===== src/rtl/conv_window_ctrl_if.sv =====
// Bus bundle for conv_window_ctrl: start/busy/done control, feature-map read port,
// conv datapath hookup and the result handshake.
interface conv_window_ctrl_if #(
  parameter int DATA_WIDTH = 32,
  parameter int K          = 3
);
  logic                         start;
  logic                         busy;
  logic                         done;
  logic                         act_rd_en;
  logic [15:0]                  act_rd_addr;
  logic [DATA_WIDTH-1:0]        act_rd_data;
  logic [K*K*DATA_WIDTH-1:0]    win_act;
  logic                         conv_ce;
  logic [DATA_WIDTH-1:0]        conv_op;
  logic                         out_valid;
  logic                         out_ready;
  logic [DATA_WIDTH-1:0]        out_data;
  logic [7:0]                   out_row;
  logic [7:0]                   out_col;

  modport master (
    output start, act_rd_data, conv_op, out_ready,
    input  busy, done, act_rd_en, act_rd_addr, win_act, conv_ce,
           out_valid, out_data, out_row, out_col
  );

  modport slave (
    input  start, act_rd_data, conv_op, out_ready,
    output busy, done, act_rd_en, act_rd_addr, win_act, conv_ce,
           out_valid, out_data, out_row, out_col
  );
endinterface


===== src/rtl/conv_window_ctrl.sv =====
// Sliding-window controller: refetches a KxK window per output position, clocks the
// conv datapath for CONV_LAT cycles, then hands the result downstream.
module conv_window_ctrl #(
  parameter int DATA_WIDTH = 32,
  parameter int K          = 3,
  parameter int S          = 1,
  parameter int IMG_W      = 8,
  parameter int IMG_H      = 8,
  parameter int CONV_LAT   = 11
) (
  input logic               clk,
  input logic               global_rst,
  conv_window_ctrl_if.slave bus
);
  localparam int KK      = K * K;
  localparam int OW      = (IMG_W - K) / S + 1;
  localparam int OH      = (IMG_H - K) / S + 1;
  localparam int CNT_MAX = (KK > CONV_LAT) ? KK : CONV_LAT;
  localparam int CNT_W   = $clog2(CNT_MAX + 1);

  localparam logic [CNT_W-1:0] KK_C  = CNT_W'(KK);
  localparam logic [CNT_W-1:0] LAT_C = CNT_W'(CONV_LAT);
  localparam logic [7:0]       OW_M1 = 8'(OW - 1);
  localparam logic [7:0]       OH_M1 = 8'(OH - 1);

  typedef enum logic [2:0] {IDLE, FETCH, COMPUTE, OUTPUT, DONE} state_e;

  state_e                   state_q, state_d;
  logic [CNT_W-1:0]         cnt_q, cnt_d;
  logic [7:0]               row_q, row_d, col_q, col_d;
  logic [KK*DATA_WIDTH-1:0] win_q, win_d;
  logic [DATA_WIDTH-1:0]    res_q, res_d;
  logic [7:0]               orow_q, orow_d, ocol_q, ocol_d;
  int                       rd_r, rd_c;

  always_ff @(posedge clk or posedge global_rst) begin
    if (global_rst) begin
      state_q <= IDLE;
      cnt_q   <= '0;
      row_q   <= '0;
      col_q   <= '0;
      win_q   <= '0;
      res_q   <= '0;
      orow_q  <= '0;
      ocol_q  <= '0;
    end else begin
      state_q <= state_d;
      cnt_q   <= cnt_d;
      row_q   <= row_d;
      col_q   <= col_d;
      win_q   <= win_d;
      res_q   <= res_d;
      orow_q  <= orow_d;
      ocol_q  <= ocol_d;
    end
  end

  always_comb begin
    state_d         = state_q;
    cnt_d           = cnt_q;
    row_d           = row_q;
    col_d           = col_q;
    win_d           = win_q;
    res_d           = res_q;
    orow_d          = orow_q;
    ocol_d          = ocol_q;
    rd_r            = int'(cnt_q) / K;
    rd_c            = int'(cnt_q) % K;
    bus.busy        = 1'b0;
    bus.done        = 1'b0;
    bus.act_rd_en   = 1'b0;
    bus.act_rd_addr = '0;
    bus.conv_ce     = 1'b0;
    bus.out_valid   = 1'b0;
    case (state_q)
      IDLE: begin
        if (bus.start) begin
          state_d = FETCH;
          cnt_d   = '0;
          row_d   = '0;
          col_d   = '0;
        end
      end
      FETCH: begin
        bus.busy = 1'b1;
        if (cnt_q < KK_C) begin
          bus.act_rd_en   = 1'b1;
          bus.act_rd_addr = 16'((int'(row_q) * S + rd_r) * IMG_W + int'(col_q) * S + rd_c);
        end
        // Read data lags its strobe by one cycle, so slot i lands while cnt == i+1.
        for (int i = 0; i < KK; i++)
          if (int'(cnt_q) == i + 1) win_d[i*DATA_WIDTH +: DATA_WIDTH] = bus.act_rd_data;
        if (cnt_q == KK_C) begin
          state_d = COMPUTE;
          cnt_d   = '0;
        end else begin
          cnt_d = cnt_q + 1'b1;
        end
      end
      COMPUTE: begin
        bus.busy = 1'b1;
        if (cnt_q < LAT_C) begin
          bus.conv_ce = 1'b1;
          cnt_d       = cnt_q + 1'b1;
        end else begin
          res_d   = bus.conv_op;
          orow_d  = row_q;
          ocol_d  = col_q;
          cnt_d   = '0;
          state_d = OUTPUT;
        end
      end
      OUTPUT: begin
        bus.busy      = 1'b1;
        bus.out_valid = 1'b1;
        if (bus.out_ready) begin
          if (col_q < OW_M1) begin
            col_d   = col_q + 8'd1;
            state_d = FETCH;
          end else if (row_q < OH_M1) begin
            col_d   = '0;
            row_d   = row_q + 8'd1;
            state_d = FETCH;
          end else begin
            state_d = DONE;
          end
        end
      end
      DONE: begin
        bus.done = 1'b1;
        state_d  = IDLE;
      end
      default: state_d = IDLE;
    endcase
  end

  assign bus.win_act  = win_q;
  assign bus.out_data = res_q;
  assign bus.out_row  = orow_q;
  assign bus.out_col  = ocol_q;
endmodule


===== src/flat_wrapper.sv =====
// flat-port wrapper written by rule: the top's interface ports become plain ports
module conv_window_ctrl_flat 
#(
  parameter int DATA_WIDTH = 32,
  parameter int K          = 3,
  parameter int S          = 1,
  parameter int IMG_W      = 8,
  parameter int IMG_H      = 8,
  parameter int CONV_LAT   = 11
)
  (clk, global_rst, bus_start, bus_act_rd_data, bus_conv_op, bus_out_ready, bus_busy, bus_done, bus_act_rd_en, bus_act_rd_addr, bus_win_act, bus_conv_ce, bus_out_valid, bus_out_data, bus_out_row, bus_out_col);
  conv_window_ctrl_if #(.DATA_WIDTH(DATA_WIDTH), .K(K)) bus_i ();
  input logic clk;
  input logic global_rst;
  input wire logic [$bits(bus_i.start)-1:0] bus_start;
  input wire logic [$bits(bus_i.act_rd_data)-1:0] bus_act_rd_data;
  input wire logic [$bits(bus_i.conv_op)-1:0] bus_conv_op;
  input wire logic [$bits(bus_i.out_ready)-1:0] bus_out_ready;
  output wire logic [$bits(bus_i.busy)-1:0] bus_busy;
  output wire logic [$bits(bus_i.done)-1:0] bus_done;
  output wire logic [$bits(bus_i.act_rd_en)-1:0] bus_act_rd_en;
  output wire logic [$bits(bus_i.act_rd_addr)-1:0] bus_act_rd_addr;
  output wire logic [$bits(bus_i.win_act)-1:0] bus_win_act;
  output wire logic [$bits(bus_i.conv_ce)-1:0] bus_conv_ce;
  output wire logic [$bits(bus_i.out_valid)-1:0] bus_out_valid;
  output wire logic [$bits(bus_i.out_data)-1:0] bus_out_data;
  output wire logic [$bits(bus_i.out_row)-1:0] bus_out_row;
  output wire logic [$bits(bus_i.out_col)-1:0] bus_out_col;
  assign bus_i.start = bus_start;
  assign bus_i.act_rd_data = bus_act_rd_data;
  assign bus_i.conv_op = bus_conv_op;
  assign bus_i.out_ready = bus_out_ready;
  assign bus_busy = bus_i.busy;
  assign bus_done = bus_i.done;
  assign bus_act_rd_en = bus_i.act_rd_en;
  assign bus_act_rd_addr = bus_i.act_rd_addr;
  assign bus_win_act = bus_i.win_act;
  assign bus_conv_ce = bus_i.conv_ce;
  assign bus_out_valid = bus_i.out_valid;
  assign bus_out_data = bus_i.out_data;
  assign bus_out_row = bus_i.out_row;
  assign bus_out_col = bus_i.out_col;
  conv_window_ctrl #(.DATA_WIDTH(DATA_WIDTH), .K(K), .S(S), .IMG_W(IMG_W), .IMG_H(IMG_H), .CONV_LAT(CONV_LAT)) u_core (.clk(clk), .global_rst(global_rst), .bus(bus_i));
endmodule

===== config.mk =====
export PLATFORM = sky130hd
export DESIGN_NAME = conv_window_ctrl_flat
export DESIGN_NICKNAME = d
export VERILOG_FILES = /design/src/rtl/conv_window_ctrl_if.sv /design/src/rtl/conv_window_ctrl.sv /design/src/flat_wrapper.sv
export SDC_FILE = /design/constraint.sdc
export NUM_CORES = 1
export LEC_CHECK = 0
export CAP_MARGIN = 40
export CORE_MARGIN = 5
export CORE_UTILIZATION = 26
export DETAILED_ROUTE_END_ITERATION = 10
export PLACE_DENSITY = 0.46
export SLEW_MARGIN = 15
export SYNTH_ARGS = -nofsm -noshare
export SYNTH_HDL_FRONTEND = slang
export SYNTH_SLANG_ARGS = --single-unit

===== constraint.sdc =====
create_clock -name clk -period 15.38 [get_ports clk]
set_input_delay 2.307 -clock clk [delete_from_list [all_inputs] [get_ports clk]]
set_output_delay 2.307 -clock clk [all_outputs]
set_load 0.01 [all_outputs]

# Word-level counts from Yosys, hierarchy flattened
# Index checks and enable logic that the tools add are counted.
# op_classes
addsub,6
n_div,2
n_lt_le_gt_ge,4
n_eq_ne,21
n_mux,29
n_bitwise,1
n_reduce_logical,18
# ops
operator,count
8-bit 2-to-1 mux,7
"5-bit by 3-bit divider with 32-bit output, second input constant",1
"5-bit by 3-bit remainder unit with 32-bit output, second input constant",1
16-bit 2-to-1 mux,2
8-bit one-hot mux with 2 select lines,2
"4-bit == test, second input constant",7
2-bit AND reduction,11
3-bit 2-to-1 mux,6
16-bit adder,1
16-bit by 9-bit adder with 16-bit output,1
"8-bit by 1-bit adder with 8-bit output, second input constant",2
"8-bit by 3-bit less-than comparator with 1-bit output, second input constant",2
9-bit by 13-bit adder with 13-bit output,1
4-bit 2-to-1 mux,3
3-bit one-hot mux with 4 select lines,1
4-bit one-hot mux with 3 select lines,1
"4-bit by 3-bit == test with 1-bit output, second input constant",2
"4-bit less-than comparator, second input constant",2
"2-bit inequality test, second input constant",4
4-bit AND reduction,2
1-bit 2-to-1 mux,7
"3-bit by 2-bit == test with 1-bit output, second input constant",2
5-bit AND reduction,1
"4-bit by 1-bit adder with 4-bit output, second input constant",1
other kinds (10),11
# totals
regBits,359
in_bits,68
out_inout_bits,357

# Longest topological paths before layout
# Gate-level depths: netlist of the first run.
# depth
depth_word,6
mapped_depth,28
depth_no_buf,25

# Worst setup path after synthesis of the first run
# Ideal clock, no wire load.
# synth_timing
kind,register to output
start,reg u_core.cnt_q[2]
end,out bus_act_rd_addr[12]
t_arrival_ns,5.768
t_required_ns,13.073
setup_slack_ns,7.305
path_stages_with_launch,28
path_cell_list,dfrtp_1 -> buf_2 -> clkbuf_1 -> ha_1 -> and2b_1 -> o21a_4 -> buf_6 -> xnor2_1 -> ha_1 -> or2_2 -> o31ai_1 -> and2_1 -> buf_2 -> nand2_1 -> ha_1 -> fa_1 -> a21oi_1 -> nor2b_1 -> xnor2_1 -> fa_1 -> inv_1 -> ha_1 -> a21oi_1 -> nand2_1 -> o21ai_0 -> a21oi_1 -> a31oi_1 -> mux2i_1
# synth_between
elab_chain_cells,6
elab_cells_between_ends,8
classes_between,add/sub (3); div (2); order compare (1); mux (2)
# synth_lines
element,line_no,text
"start, declared",conv_window_ctrl.sv:29,"logic [CNT_W-1:0] cnt_q, cnt_d;"
"start signal, assigned",conv_window_ctrl.sv:48,cnt_q <= cnt_d;
5-bit by 3-bit divider with 32-bit output,conv_window_ctrl.sv:67,rd_r = int'(cnt_q) / K;
9-bit by 13-bit adder with 13-bit output,conv_window_ctrl.sv:88,bus.act_rd_addr = 16'((int'(row_q) * S + rd_r) * IMG_W + int'(col_q) * S + rd_c);
16-bit by 9-bit adder with 16-bit output,conv_window_ctrl.sv:88,
16-bit adder,conv_window_ctrl.sv:88,
16-bit 2-to-1 mux *,conv_window_ctrl.sv:86,if (cnt_q < KK_C) begin
16-bit 2-to-1 mux *,conv_window_ctrl.sv:75,case (state_q)
"end, declared",flat_wrapper.sv:22,output wire logic [$bits(bus_i.act_rd_addr)-1:0] bus_act_rd_addr;
# Mark *: on every way between the ends. The rest lies on a longest branch, timed or not.

# Final worst setup path of the first run
# Ends and elaborated chain as after synthesis.

==> run summary, run 1 <==
* **DRC viols** 0
* **combinational share of power** 41.4%
* **post-synthesis sequential element count** 359
* **Worst IR Drop VDD** 112.1 µV
* **core region area** 58690 µm²
* **Crit path required time** 13.07 ns
* **routed via count** 10340
* **post-synthesis cell area** 15290 µm²
* **classification of the worst-slack hold path** register to register
* **most common library cells after synthesis** 359 x sky130_fd_sc_hd__dfrtp_1, 336 x sky130_fd_sc_hd__mux2_2, 47 x sky130_fd_sc_hd__nor2_1
* **die footprint** 63780 µm²
* **number of design-rule violations left by the first detailed-router iteration** 399
* **ys flop type** sky130_fd_sc_hd__dfrtp_1
* **post-synthesis instance total** 1086
* **routing usage on met3** 5.135%
* **Post-synth EDFFs** 0
* **buffer type at the clock tree root** sky130_fd_sc_hd__clkbuf_16
* **internal power** 0.002897 W
* **signal arrival time at the worst endpoint** 7.57 ns
* **post-route clock skew** 0.01569 ns
* **CTS tree** done
* **met1 layer usage reported by global route** 19.15%
* **number of failing hold endpoints at the final stage** 0
* **layout cell share with drive strength beyond 1** 28.25%
* **Net Sw Power** 0.001376 W
* **clock network latency to the later pin of the worst-skew pair** 0.57 ns
* **largest net degree at the start of global routing** 102
* **CTS clock-pin slew for the worst setup and hold paths** 0.06 ns
* **final non-filler cell total** 2327
* **most crowded layer after global routing** met2
* **crit path capture type** output pin
* **Clk network pwr share** 23.6%
* **H-Tree Depth** 2
* **final count of pins violating max slew** 0
* **per-cell via count in the routed design** 4.445
* **Antenna diodes** 0
* **FILL cells** 5703
* **GRT Util Overall** 15.34%
* **cts bufs inserted** 43
* **Layout area overhead** 43.14%
* **Worst Path Class, Setup** register to output pin
* **final worst path period need** 9.882 ns
* **largest fanout of any net on the critical path** 14
* **areal power density over the cells** 195.2 nW/µm²
* **max-cap violations** 0
* **top-area cell type share of the netlist area** 58.74%
* **Final #Nets** 1635
* **standby leakage power** 9.354 nW
* **routability congestion estimate** 0.8025
* **Chip Width** 252.5 µm
* **first-pass GRT wire length** 74.56 mm
* **number of placed instances with taps included** 2254
* **post-route antenna net violation count** 0
* **count of final setup violators** 0
* **net count of the mapped netlist** 1195
* **post-detail-place hpwl** 34.99 mm
* **register area share after synthesis** 58.74%
* **Top-Level Pins** 425
* **number of standard-cell rows in the floorplan** 89
* **headroom to the max-slew limit** 43.45%
* **Switching Share** 32.21%
* **routed wirelength normalized by instance count** 21.61 µm
* **via count of the first global-routing pass** 11050
* **post_cts resized** 0
* **unique cell type count in the Yosys netlist** 61
* **Final TNS setup** 0 ns
* **sequential share of power** 35.1%
* **total detailed-routing wirelength** 50.28 mm
* **met2 usage in global routing** 25.39%
* **first drt pass iteration count** 4
* **mean area per synthesized cell** 14.08 µm²
* **critical path launch point type** register
* **cell types occupying the most area after synthesis** sky130_fd_sc_hd__dfrtp_1 59%, sky130_fd_sc_hd__mux2_2 25%, sky130_fd_sc_hd__ha_1 2.8%, sky130_fd_sc_hd__nor2_1 1.2%, sky130_fd_sc_hd__nand2_1 0.93%
* **biggest area consumer among synthesized cells** sky130_fd_sc_hd__dfrtp_1
* **Remaining Overflow, GRT** 0
* **transition time of the tightest slew-check pin** 0.8417 ns
* **fraction of the cycle the final worst path needs** 64.25%
* **starting density of the core** 26.06%
* **floorplan die height** 252.5 µm
* **most numerous cell in the Yosys netlist** sky130_fd_sc_hd__dfrtp_1
* **count of clock tree sinks** 359
* **Post CTS Setup Buffer Count** 0
* **CTS Buffer Depth** 3
* **result of the run** complete, no violations
* **Synth warnings** 0
* **setup repair after global routing missed its margin** false
* **quantity of hold-fixing buffers added after cts** 0
* **highest achievable clock rate** 0.1012 GHz
* **share of synthesized registers carrying an async set or reset** 100.0%
* **count of buffers inserted at the top-level ports** 424
* **antenna violations before repair** 0
[cell usage in the layout (no fill, tap or decap), types with 9 or more instances in the layout]
| cell type | synthesis | final |
|---|---|---|
| sky130_fd_sc_hd__clkdlybuf4s50_1 | 0 | 424 |
| sky130_fd_sc_hd__a21oi_1 | 20 | 20 |
| sky130_fd_sc_hd__nand2_1 | 38 | 31 |
| sky130_fd_sc_hd__nand3_1 | 9 | 9 |
| sky130_fd_sc_hd__xor2_1 | 9 | 9 |
| sky130_fd_sc_hd__mux2_2 | 336 | 336 |
| sky130_fd_sc_hd__clkbuf_16 | 0 | 45 |
| sky130_fd_sc_hd__ha_1 | 34 | 34 |
| sky130_fd_sc_hd__inv_1 | 33 | 32 |
| sky130_fd_sc_hd__clkbuf_8 | 0 | 10 |
| sky130_fd_sc_hd__buf_4 | 3 | 14 |
| sky130_fd_sc_hd__dfrtp_1 | 359 | 359 |
| sky130_fd_sc_hd__nor3_1 | 12 | 11 |
| sky130_fd_sc_hd__o21ai_0 | 18 | 18 |
| sky130_fd_sc_hd__nor2_1 | 47 | 46 |
| sky130_fd_sc_hd__clkbuf_1 | 6 | 11 |
[metrics by stage]
step | util, % | worst slack (ns) | total power [W] | area, µm² | hold slack, ns
after detailed placement | 34.95 | 6.079 | 0.003310 | 20510 | 0.4915
after floorplan | - | 3.111 | 0.002257 | 15290 | 0.4995
after CTS | 37.31 | 5.409 | 0.004358 | 21890 | 0.5044
final | 37.31 | 5.498 | 0.004273 | 21890 | 0.5010
after global routing | 37.31 | 4.868 | 0.004526 | 21890 | 0.5108
after global placement | 34.81 | 6.331 | 0.003299 | 20430 | 0.4730
[cells by family (layout without fill, tap and decap cells)]
family / Yosys count / after routing / synth area share [%]
AOI/OAI and AO/OA: 93 / 93 / 4.139
xor gates and xnor gates: 17 / 17 / 0.9735
adders and majority gates: 41 / 41 / 3.698
buffers and inverters: 82 / 550 / 2.364
DFF: 359 / 359 / 58.74
muxes: 341 / 341 / 25.16
and+or+nand+nor: 153 / 153 / 4.933
[sequential cells by signal (all words and copies together) (netlist names)]
| signal | flops |
|---|---|
| u_core.row_q | 8 |
| u_core.bus.out_row | 8 |
| u_core.cnt_q | 4 |
| u_core.bus.out_data | 32 |
| u_core.state_q | 3 |
| u_core.bus.out_col | 8 |
| u_core.bus.win_act | 288 |
| u_core.col_q | 8 |
[cell type report]
cell class | instances | area [µm²] | area share (%)
clock buffers | 66 | 1305 | 5.961
clock inverters | 7 | 77.57 | 0.3543
inverters | 36 | 142.6 | 0.6515
multi-input cells | 645 | 5986 | 27.34
flip-flops and latches | 359 | 8984 | 41.03
well taps | 773 | 967.2 | 4.418
repair buffers | 441 | 4432 | 20.24
[worst max-delay path, cell delays in order, from the launching register on]
cell	delay, ns
sky130_fd_sc_hd__dfrtp_1	0.61
sky130_fd_sc_hd__inv_2	0.17
sky130_fd_sc_hd__nor2_1	0.17
sky130_fd_sc_hd__ha_1	0.37
sky130_fd_sc_hd__and2b_1	0.25
sky130_fd_sc_hd__o21a_4	0.27
sky130_fd_sc_hd__xnor2_1	0.11
sky130_fd_sc_hd__ha_1	0.25
sky130_fd_sc_hd__o31ai_1	0.48
sky130_fd_sc_hd__and2_1	0.31
sky130_fd_sc_hd__nand2_1	0.20
sky130_fd_sc_hd__ha_1	0.26
sky130_fd_sc_hd__fa_1	0.42
sky130_fd_sc_hd__a21oi_1	0.27
sky130_fd_sc_hd__nor2b_1	0.10
sky130_fd_sc_hd__xnor2_1	0.15
sky130_fd_sc_hd__fa_1	0.51
sky130_fd_sc_hd__inv_1	0.04
sky130_fd_sc_hd__ha_1	0.35
sky130_fd_sc_hd__a21oi_1	0.20
sky130_fd_sc_hd__nand2_1	0.06
sky130_fd_sc_hd__o21ai_0	0.27
sky130_fd_sc_hd__a21oi_1	0.19
sky130_fd_sc_hd__a31oi_1	0.25
sky130_fd_sc_hd__mux2i_1	0.21
sky130_fd_sc_hd__clkdlybuf4s50_1	0.55
[worst paths after layout]
path / start / end / slack (ns) / cells after the start
min in group asynchronous: global_rst / u_core.bus.out_data[18]$_DFFE_PP0P_ / 2.09 / 2
worst min register to register: u_core.bus.win_act[255]$_DFFE_PP0P_ / u_core.bus.win_act[255]$_DFFE_PP0P_ / 0.50 / 1
worst min-delay path: u_core.bus.win_act[255]$_DFFE_PP0P_ / u_core.bus.win_act[255]$_DFFE_PP0P_ / 0.50 / 1
worst max register to register: u_core.state_q[0]$_DFFE_PP0P_ / u_core.bus.win_act[96]$_DFFE_PP0P_ / 12.49 / 5
worst max-delay path: u_core.cnt_q[2]$_DFFE_PP0P_ / bus_act_rd_addr[12] / 5.50 / 25
max in group asynchronous: global_rst / u_core.bus.win_act[144]$_DFFE_PP0P_ / 11.60 / 4
[power by group through the flow]
stage	Clock [W]	Sequential (W)	Combinational, W
after floorplan	0	0.00165	0.000607
after global placement	0	0.00150	0.00180
after detailed placement	0	0.00151	0.00180
after CTS	0.00105	0.00150	0.00181
after global routing	0.00108	0.00155	0.00190
final	0.00101	0.00150	0.00177
[per-layer routing]
| metal | up-vias | wire (µm) |
|---|---|---|
| li1 | 4731 | - |
| met1 | 5279 | 20550 |
| met2 | 263 | 24580 |
| met3 | 71 | 3772 |
| met4 | 0 | 1382 |
| met5 | - | 0 |
(Power assumes the default switching activity.)
==> run 2, diff against run 1 <==
Clock period 15.38 ns to 9.4 ns, I/O delays scaled along.
==> run 2 against run 1 <==
Combinational power is 63% higher. Global-route usage up 0.054 points. Utilization grew 0.25 points. Highest routed layer unchanged. Clock-buffer cell count grew 1. Final cell count increased by 0.39%. Non-clock buffer count decreased by 1. Power grew 67%. Register-to-register slack worse by 6.1 ns.
==> run summary, run 2 (synthesis results as in run 1) <==
* **Antenna diodes** 0, unchanged
* **count of buffers inserted at the top-level ports** 424, unchanged
* **post-detail-place hpwl** 34.65 mm, -0.96%
* **Switching Share** 31.76%, -0.45 points
* **Worst IR Drop VDD** 174.8 µV, +56%
* **internal power** 0.004870 W, +68%
* **hold wc startpoint** u_core.bus.win_act[255]$_DFFE_PP0P_
* **highest achievable clock rate** 0.1144 GHz
* **routability congestion estimate** 0.8065, +0.50%
* **number of cell instances on the worst register-to-register path** 5, unchanged
* **antenna violations before repair** 0, unchanged
* **most common library cell in the layout ignoring fill and taps** sky130_fd_sc_hd__clkdlybuf4s50_1
* **setup repair after global routing missed its margin** false
* **Placement Setup Slack** 1.068 ns, -5.010 ns
* **final count of pins violating max slew** 0, unchanged
* **Top-Level Pins** 425, unchanged
* **CTS tree** done
* **buffer type at the clock tree root** sky130_fd_sc_hd__clkbuf_16
* **Worst Path Class, Setup** register to output pin
* **count of final setup violators** 0, unchanged
* **Hold Crit Depth** 1, unchanged
* **commonest non-fill, non-tap cells in the layout** 424 x sky130_fd_sc_hd__clkdlybuf4s50_1, 357 x sky130_fd_sc_hd__dfrtp_1, 336 x sky130_fd_sc_hd__mux2_2
* **post-route clock skew** 0.01333 ns, -0.002353 ns
* **critical path launch point type** register
* **starting density of the core** 26.06%, unchanged
* **DRC viols** 0, unchanged
* **H-Tree Depth** 2, unchanged
* **sequential share of power** 34.3%, -0.8 points
* **Critical-path top delay cell** sky130_fd_sc_hd__clkdlybuf4s50_1
* **combinational share of power** 40.5%, -0.9 points
* **crit path capture type** output pin
* **number of failing hold endpoints at the final stage** 0, unchanged
* **Chip Width** 252.5 µm, unchanged
* **final worst path period need** 8.744 ns
* **Crit path required time** 7.99 ns, -5.08 ns
* **per-cell via count in the routed design** 4.494, +1.1%
* **reg-to-reg startpoint** u_core.state_q[0]$_DFFE_PP0P_
* **most prevalent standard cell on the critical path** sky130_fd_sc_hd__ha_1
* **setup slack after layout** 0.6558 ns, -4.843 ns
* **Layout area overhead** 44.11%
* **Final #Nets** 1636, +0.061%
* **fraction of the cycle the final worst path needs** 93.02%
* **floorplan die height** 252.5 µm, unchanged
* **total detailed-routing wirelength** 50.31 mm, about the same
* **count of clock tree sinks** 359, unchanged
* **signal arrival time at the worst endpoint** 7.33 ns, -0.24 ns
* **transition time of the tightest slew-check pin** 0.9743 ns, +0.1326 ns
* **routed via count** 10500, +1.5%
* **first-pass GRT wire length** 74.87 mm, +0.42%
* **clock network latency to the later pin of the worst-skew pair** 0.56 ns, about the same
* **max FFs per register** 288, unchanged
* **post-route antenna net violation count** 0, unchanged
* **number of design-rule violations left by the first detailed-router iteration** 462, +16%
* **biggest cell delay along the critical path** 0.55 ns, -0.06 ns
* **quantity of hold-fixing buffers added after cts** 0, unchanged
* **max-cap violations** 0, unchanged
* **result of the run** complete, no violations
* **layout cell share with drive strength beyond 1** 28.79%, +0.54 points
* **Net Sw Power** 0.002266 W, +65%
* **cts bufs inserted** 45, +4.7%
* **standby leakage power** 9.413 nW, +0.63%
* **core region area** 58690 µm², unchanged
* **first drt pass iteration count** 4, unchanged
* **largest fanout of any net on the critical path** 14, unchanged
* **register-to-register path setup slack** 6.38 ns, -6.11 ns
* **classification of the worst-slack hold path** register to register
* **number of standard-cell rows in the floorplan** 89, unchanged
* **headroom to the max-slew limit** 35.05%, -8.4 points
* **capture instance of the worst register-to-register path** u_core.bus.win_act[214]$_DFFE_PP0P_
* **areal power density over the cells** 323.8 nW/µm², +66%
* **via count of the first global-routing pass** 11210, +1.4%
* **Clk network pwr share** 25.2%, +1.6 points
* **CTS clock-pin slew for the worst setup and hold paths** 0.06 ns, about the same
* **largest net degree at the start of global routing** 155, +52%
* **Remaining Overflow, GRT** 0, unchanged
* **CTS Buffer Depth** 3, unchanged
* **CP Launch Point** u_core.cnt_q[2]$_DFFE_PP0P_
* **GRT Util Overall** 15.40%, +0.054 points
* **Final TNS setup** 0 ns, unchanged
* **die footprint** 63780 µm², unchanged
* **Worst Hold Endpoint** u_core.bus.win_act[255]$_DFFE_PP0P_
* **Post CTS Setup Buffer Count** 0, unchanged
* **routed wirelength normalized by instance count** 21.54 µm, -0.34%
* **FILL cells** 5663, -0.70%
==> run 2: cell count changes in the layout (fill, tap and decap cells not counted), moves of 2 or more <==
cell	change
sky130_fd_sc_hd__clkinv_2	+3
sky130_fd_sc_hd__buf_12	+2
sky130_fd_sc_hd__buf_16	-2
sky130_fd_sc_hd__dfrtp_2	+2
sky130_fd_sc_hd__bufinv_16	+4
sky130_fd_sc_hd__dfrtp_1	-2
==> run 2: layer usage <==
metal  share of wire (%)  global-route usage (%)  vias to the layer above
met1                  40                   18.67                     5386
met2                  50                   26.02                      265
met5                   0                       0                        -
met4                 3.2                   5.257                        0
met3                 7.0                   4.857                       89
li1                    -                       -                     4759
==> run 2: power by group through the flow <==
| stage | clock (W) | sequential [W] | combinational (W) |
|---|---|---|---|
| finish | 0.00180 | 0.00245 | 0.00289 |
| detailed placement | 0 | 0.00247 | 0.00294 |
| global route | 0.00193 | 0.00253 | 0.00310 |
| global placement | 0 | 0.00245 | 0.00294 |
| floorplan | 0 | 0.00270 | 0.000993 |
| CTS | 0.00188 | 0.00245 | 0.00295 |
==> run 2: cell type report <==
cell class,instances,area [µm²],share of cell area (%)
Sequential cell,359,8986,40.77
Multi-Input combinational cell,645,5991,27.18
Timing Repair Buffer,440,4409,20.00
Clock buffer,67,1320,5.989
Tap cell,773,967.2,4.388
Clock inverter,16,229.0,1.039
Inverter,36,138.9,0.6301
==> run 2: per-stage QoR <==
stage	total power, W	utilization (%)	std cells	hold slack, ns	area, µm²
after floorplan	0.003694	-	1086	0.4995	15300
after global placement	0.005392	34.86	2252	0.4700	20460
after detailed placement	0.005409	34.86	2252	0.4804	20460
after CTS	0.007287	37.50	2335	0.4944	22010
after global routing	0.007562	37.56	2336	0.5106	22040
final	0.007137	37.56	2336	0.4903	22040
==> run 2: timing repair <==
item | 4_1_cts | 5_1_grt
setup endpoints to repair | 0 | 3
resized for setup | 0 | 3
hold endpoints to repair | 0 | 0
==> run 2: worst max path at each step <==
stage,end
final,bus_act_rd_addr[14]
after global routing,bus_act_rd_addr[14]
after CTS,bus_act_rd_addr[14]
after detailed placement,bus_act_rd_addr[12]
after global placement,bus_act_rd_addr[12]
after floorplan,bus_act_rd_addr[12]
==> run 2: critical path: cells and delay by family (launching register included) <==
family,cells,cell delay (ns)
adder cells (fa/ha/maj),6,2.17
AO/OA/AOI/OAI,7,1.52
AND/OR/NAND/NOR,7,1.37
buffers and inverters,3,0.73
flip-flops,1,0.50
XOR/XNOR,2,0.26
multiplexers,1,0.22
==> run 3, diff against run 2 <==
Settings changed: CORE_ASPECT_RATIO set to 0.9.
==> run 3 against run 2 <==
Clock skew increased by 0.0082 ns. Sequential share of layout area increased by 0.29 points. Clock power decreased by 8%. Cell area decreased by 0.70%. Sequential power about the same. First-iteration DRC count decreased by 4.3%. Setup slack got worse by 0.038 ns.
==> run summary, run 3 (synthesis results as in run 1) <==
* **result of the run** complete, no violations
* **setup repair after global routing missed its margin** false
* **post-route clock skew** 0.02153 ns, +0.008198 ns
* **floorplan die height** 240.1 µm, -4.9%
* **number of cell instances on the worst register-to-register path** 5, unchanged
* **headroom to the max-slew limit** 34.09%, -0.96 points
* **Chip Width** 265.7 µm, +5.2%
* **Worst IR Drop VDD** 154.4 µV, -12%
* **H-Tree Depth** 2, unchanged
* **count of buffers inserted at the top-level ports** 424, unchanged
* **first drt pass iteration count** 4, unchanged
* **final count of pins violating max slew** 0, unchanged
* **final worst path period need** 8.782 ns, +0.03794 ns
* **routability congestion estimate** 0.8105, +0.50%
* **areal power density over the cells** 320.4 nW/µm², -1.0%
* **transition time of the tightest slew-check pin** 0.9887 ns, +0.01445 ns
* **count of final setup violators** 0, unchanged
* **total power consumption of the routed design** 0.007013 W, -1.7%
* **reg-to-reg startpoint** u_core.state_q[0]$_DFFE_PP0P_
* **Hold Crit Depth** 1, unchanged
* **signal arrival time at the worst endpoint** 7.37 ns, +0.04 ns
* **max-cap violations** 0, unchanged
* **GRT Util Overall** 15.54%, +0.14 points
* **hold wc startpoint** u_core.bus.win_act[255]$_DFFE_PP0P_
* **core region area** 58330 µm², -0.60%
* **number of failing hold endpoints at the final stage** 0, unchanged
* **Post CTS Setup Buffer Count** 0, unchanged
* **layout cell share with drive strength beyond 1** 28.45%, -0.34 points
* **critical path launch point type** register
* **classification of the worst-slack hold path** register to register
* **CTS tree** done
* **first-pass GRT wire length** 75.18 mm, +0.42%
* **commonest non-fill, non-tap cells in the layout** 424 x sky130_fd_sc_hd__clkdlybuf4s50_1, 357 x sky130_fd_sc_hd__dfrtp_1, 336 x sky130_fd_sc_hd__mux2_2
* **fraction of the cycle the final worst path needs** 93.43%, +0.40 points
* **die footprint** 63780 µm², about the same
* **highest achievable clock rate** 0.1139 GHz, -0.43%
* **CTS Buffer Depth** 3, unchanged
* **Layout area overhead** 43.10%
* **max FFs per register** 288, unchanged
* **Final TNS setup** 0 ns, unchanged
* **Final #Nets** 1636, unchanged
* **starting density of the core** 26.22%, +0.16 points
* **via count of the first global-routing pass** 11120, -0.79%
* **Top-Level Pins** 425, unchanged
* **largest fanout of any net on the critical path** 14, unchanged
* **number of design-rule violations left by the first detailed-router iteration** 442, -4.3%
* **per-cell via count in the routed design** 4.495, about the same
* **largest net degree at the start of global routing** 163, +5.2%
* **Remaining Overflow, GRT** 0, unchanged
* **buffer type at the clock tree root** sky130_fd_sc_hd__clkbuf_16
* **Worst Path Class, Setup** register to output pin
* **routed wirelength normalized by instance count** 21.95 µm, +1.9%
* **cts bufs inserted** 43, -4.4%
* **Crit path required time** 7.99 ns, about the same
* **count of clock tree sinks** 359, unchanged
* **capture instance of the worst register-to-register path** u_core.bus.win_act[101]$_DFFE_PP0P_
* **number of standard-cell rows in the floorplan** 84, -5.6%
* **FILL cells** 5639, -0.42%
* **Worst Hold Endpoint** u_core.bus.win_act[255]$_DFFE_PP0P_
* **clock network latency to the later pin of the worst-skew pair** 0.57 ns, about the same
* **routed via count** 10480, -0.20%
* **post-detail-place hpwl** 35.48 mm, +2.4%
* **total detailed-routing wirelength** 51.16 mm, +1.7%
* **standby leakage power** 9.338 nW, -0.79%
* **antenna violations before repair** 1, +1
* **post-route antenna net violation count** 0, unchanged
* **crit path capture type** output pin
* **Antenna diodes** 0, unchanged
* **CTS clock-pin slew for the worst setup and hold paths** 0.07 ns, about the same
* **register-to-register path setup slack** 6.48 ns, +0.10 ns
* **DRC viols** 0, unchanged
* **most common library cell in the layout ignoring fill and taps** sky130_fd_sc_hd__clkdlybuf4s50_1
[run 3: cell types whose count changed in the layout (fill, tap and decap cells not counted), moves of 2 or more]
cell | previous run | this run
sky130_fd_sc_hd__clkbuf_8 | 9 | 7
sky130_fd_sc_hd__bufinv_16 | 5 | 3
sky130_fd_sc_hd__clkinv_2 | 7 | 5
sky130_fd_sc_hd__clkbuf_16 | 46 | 43
sky130_fd_sc_hd__inv_6 | 0 | 2
[run 3: area by class of cell]
cell class	instances	area [µm²]	share of cell area, %
timing repair buffer	442	4422	20.20
clock buffer	63	1221	5.579
sequential	359	8986	41.06
tap	774	968.4	4.425
clock inverter	12	160.2	0.7317
inverter	36	138.9	0.6345
multi-input combinational	645	5991	27.37
[run 3: per-stage QoR]
step / instance area (µm²) / worst slack [ns] / cells / hold WS, ns / util (%)
6_report: 21890 / 0.6179 / 2331 / 0.4889 / 37.52
5_1_grt: 21890 / 0.03094 / 2331 / 0.5111 / 37.52
4_1_cts: 21880 / 0.3776 / 2331 / 0.4929 / 37.51
3_5_place_dp: 20500 / 1.025 / 2256 / 0.4793 / 35.14
3_3_place_gp: 20450 / 1.238 / 2253 / 0.4706 / 35.05
2_1_floorplan: 15300 / 2.222 / 1086 / 0.4995 / -
[run 3: how the worst max path moves through the flow]
stage / startpoint / end / slack [ns] / cells after the start
2_1_floorplan: u_core.cnt_q[2]$_DFFE_PP0P_ / bus_act_rd_addr[12] / 2.22 / 27
3_5_place_dp: u_core.cnt_q[2]$_DFFE_PP0P_ / bus_act_rd_addr[12] / 1.02 / 25
3_3_place_gp: u_core.cnt_q[2]$_DFFE_PP0P_ / bus_act_rd_addr[12] / 1.24 / 26
6_report: u_core.cnt_q[2]$_DFFE_PP0P_ / bus_act_rd_addr[12] / 0.62 / 26
5_1_grt: u_core.cnt_q[2]$_DFFE_PP0P_ / bus_act_rd_addr[13] / 0.03 / 25
4_1_cts: u_core.cnt_q[2]$_DFFE_PP0P_ / bus_act_rd_addr[12] / 0.38 / 25
[run 3: what timing repair did]
item | 4_1_cts | 5_1_grt
hold buffers | 0 | 0
gates resized for setup | 0 | 3
endpoints found under the setup margin | 0 | 5
[run 3: worst max-delay path: stages, from the launching register on]
cell	delay [ns]
sky130_fd_sc_hd__dfrtp_2	0.51
sky130_fd_sc_hd__inv_2	0.14
sky130_fd_sc_hd__nor2_1	0.16
sky130_fd_sc_hd__ha_1	0.35
sky130_fd_sc_hd__and2b_1	0.24
sky130_fd_sc_hd__o21a_4	0.27
sky130_fd_sc_hd__xnor2_1	0.11
sky130_fd_sc_hd__ha_1	0.26
sky130_fd_sc_hd__or2_2	0.32
sky130_fd_sc_hd__o31ai_2	0.09
sky130_fd_sc_hd__and2_1	0.28
sky130_fd_sc_hd__nand2_1	0.21
sky130_fd_sc_hd__ha_1	0.27
sky130_fd_sc_hd__fa_1	0.41
sky130_fd_sc_hd__a21oi_1	0.26
sky130_fd_sc_hd__nor2b_1	0.10
sky130_fd_sc_hd__xnor2_1	0.15
sky130_fd_sc_hd__fa_1	0.51
sky130_fd_sc_hd__inv_1	0.04
sky130_fd_sc_hd__ha_1	0.36
sky130_fd_sc_hd__a21oi_1	0.20
sky130_fd_sc_hd__nand2_1	0.06
sky130_fd_sc_hd__o21ai_0	0.28
sky130_fd_sc_hd__a21oi_1	0.20
sky130_fd_sc_hd__a31oi_1	0.24
sky130_fd_sc_hd__mux2i_1	0.21
sky130_fd_sc_hd__clkdlybuf4s50_1	0.55
[run 3: layer usage]
| layer | global-route usage, % | up-vias | share of wire (%) |
|---|---|---|---|
| met1 | 19.66 | 5438 | 42 |
| met2 | 25.55 | 246 | 48 |
| met3 | 5.679 | 61 | 8.1 |
| met5 | 0 | - | 0.014 |
| li1 | - | 4731 | - |
| met4 | 3.806 | 2 | 1.9 |
[run 3: power by group]
part           internal [W]  switching [W]  leakage (nW)  total [W]
Sequential          0.00213       0.000329          4.39    0.00246
Combinational       0.00163        0.00127          4.27    0.00290
Clock              0.000984       0.000675         0.677    0.00166
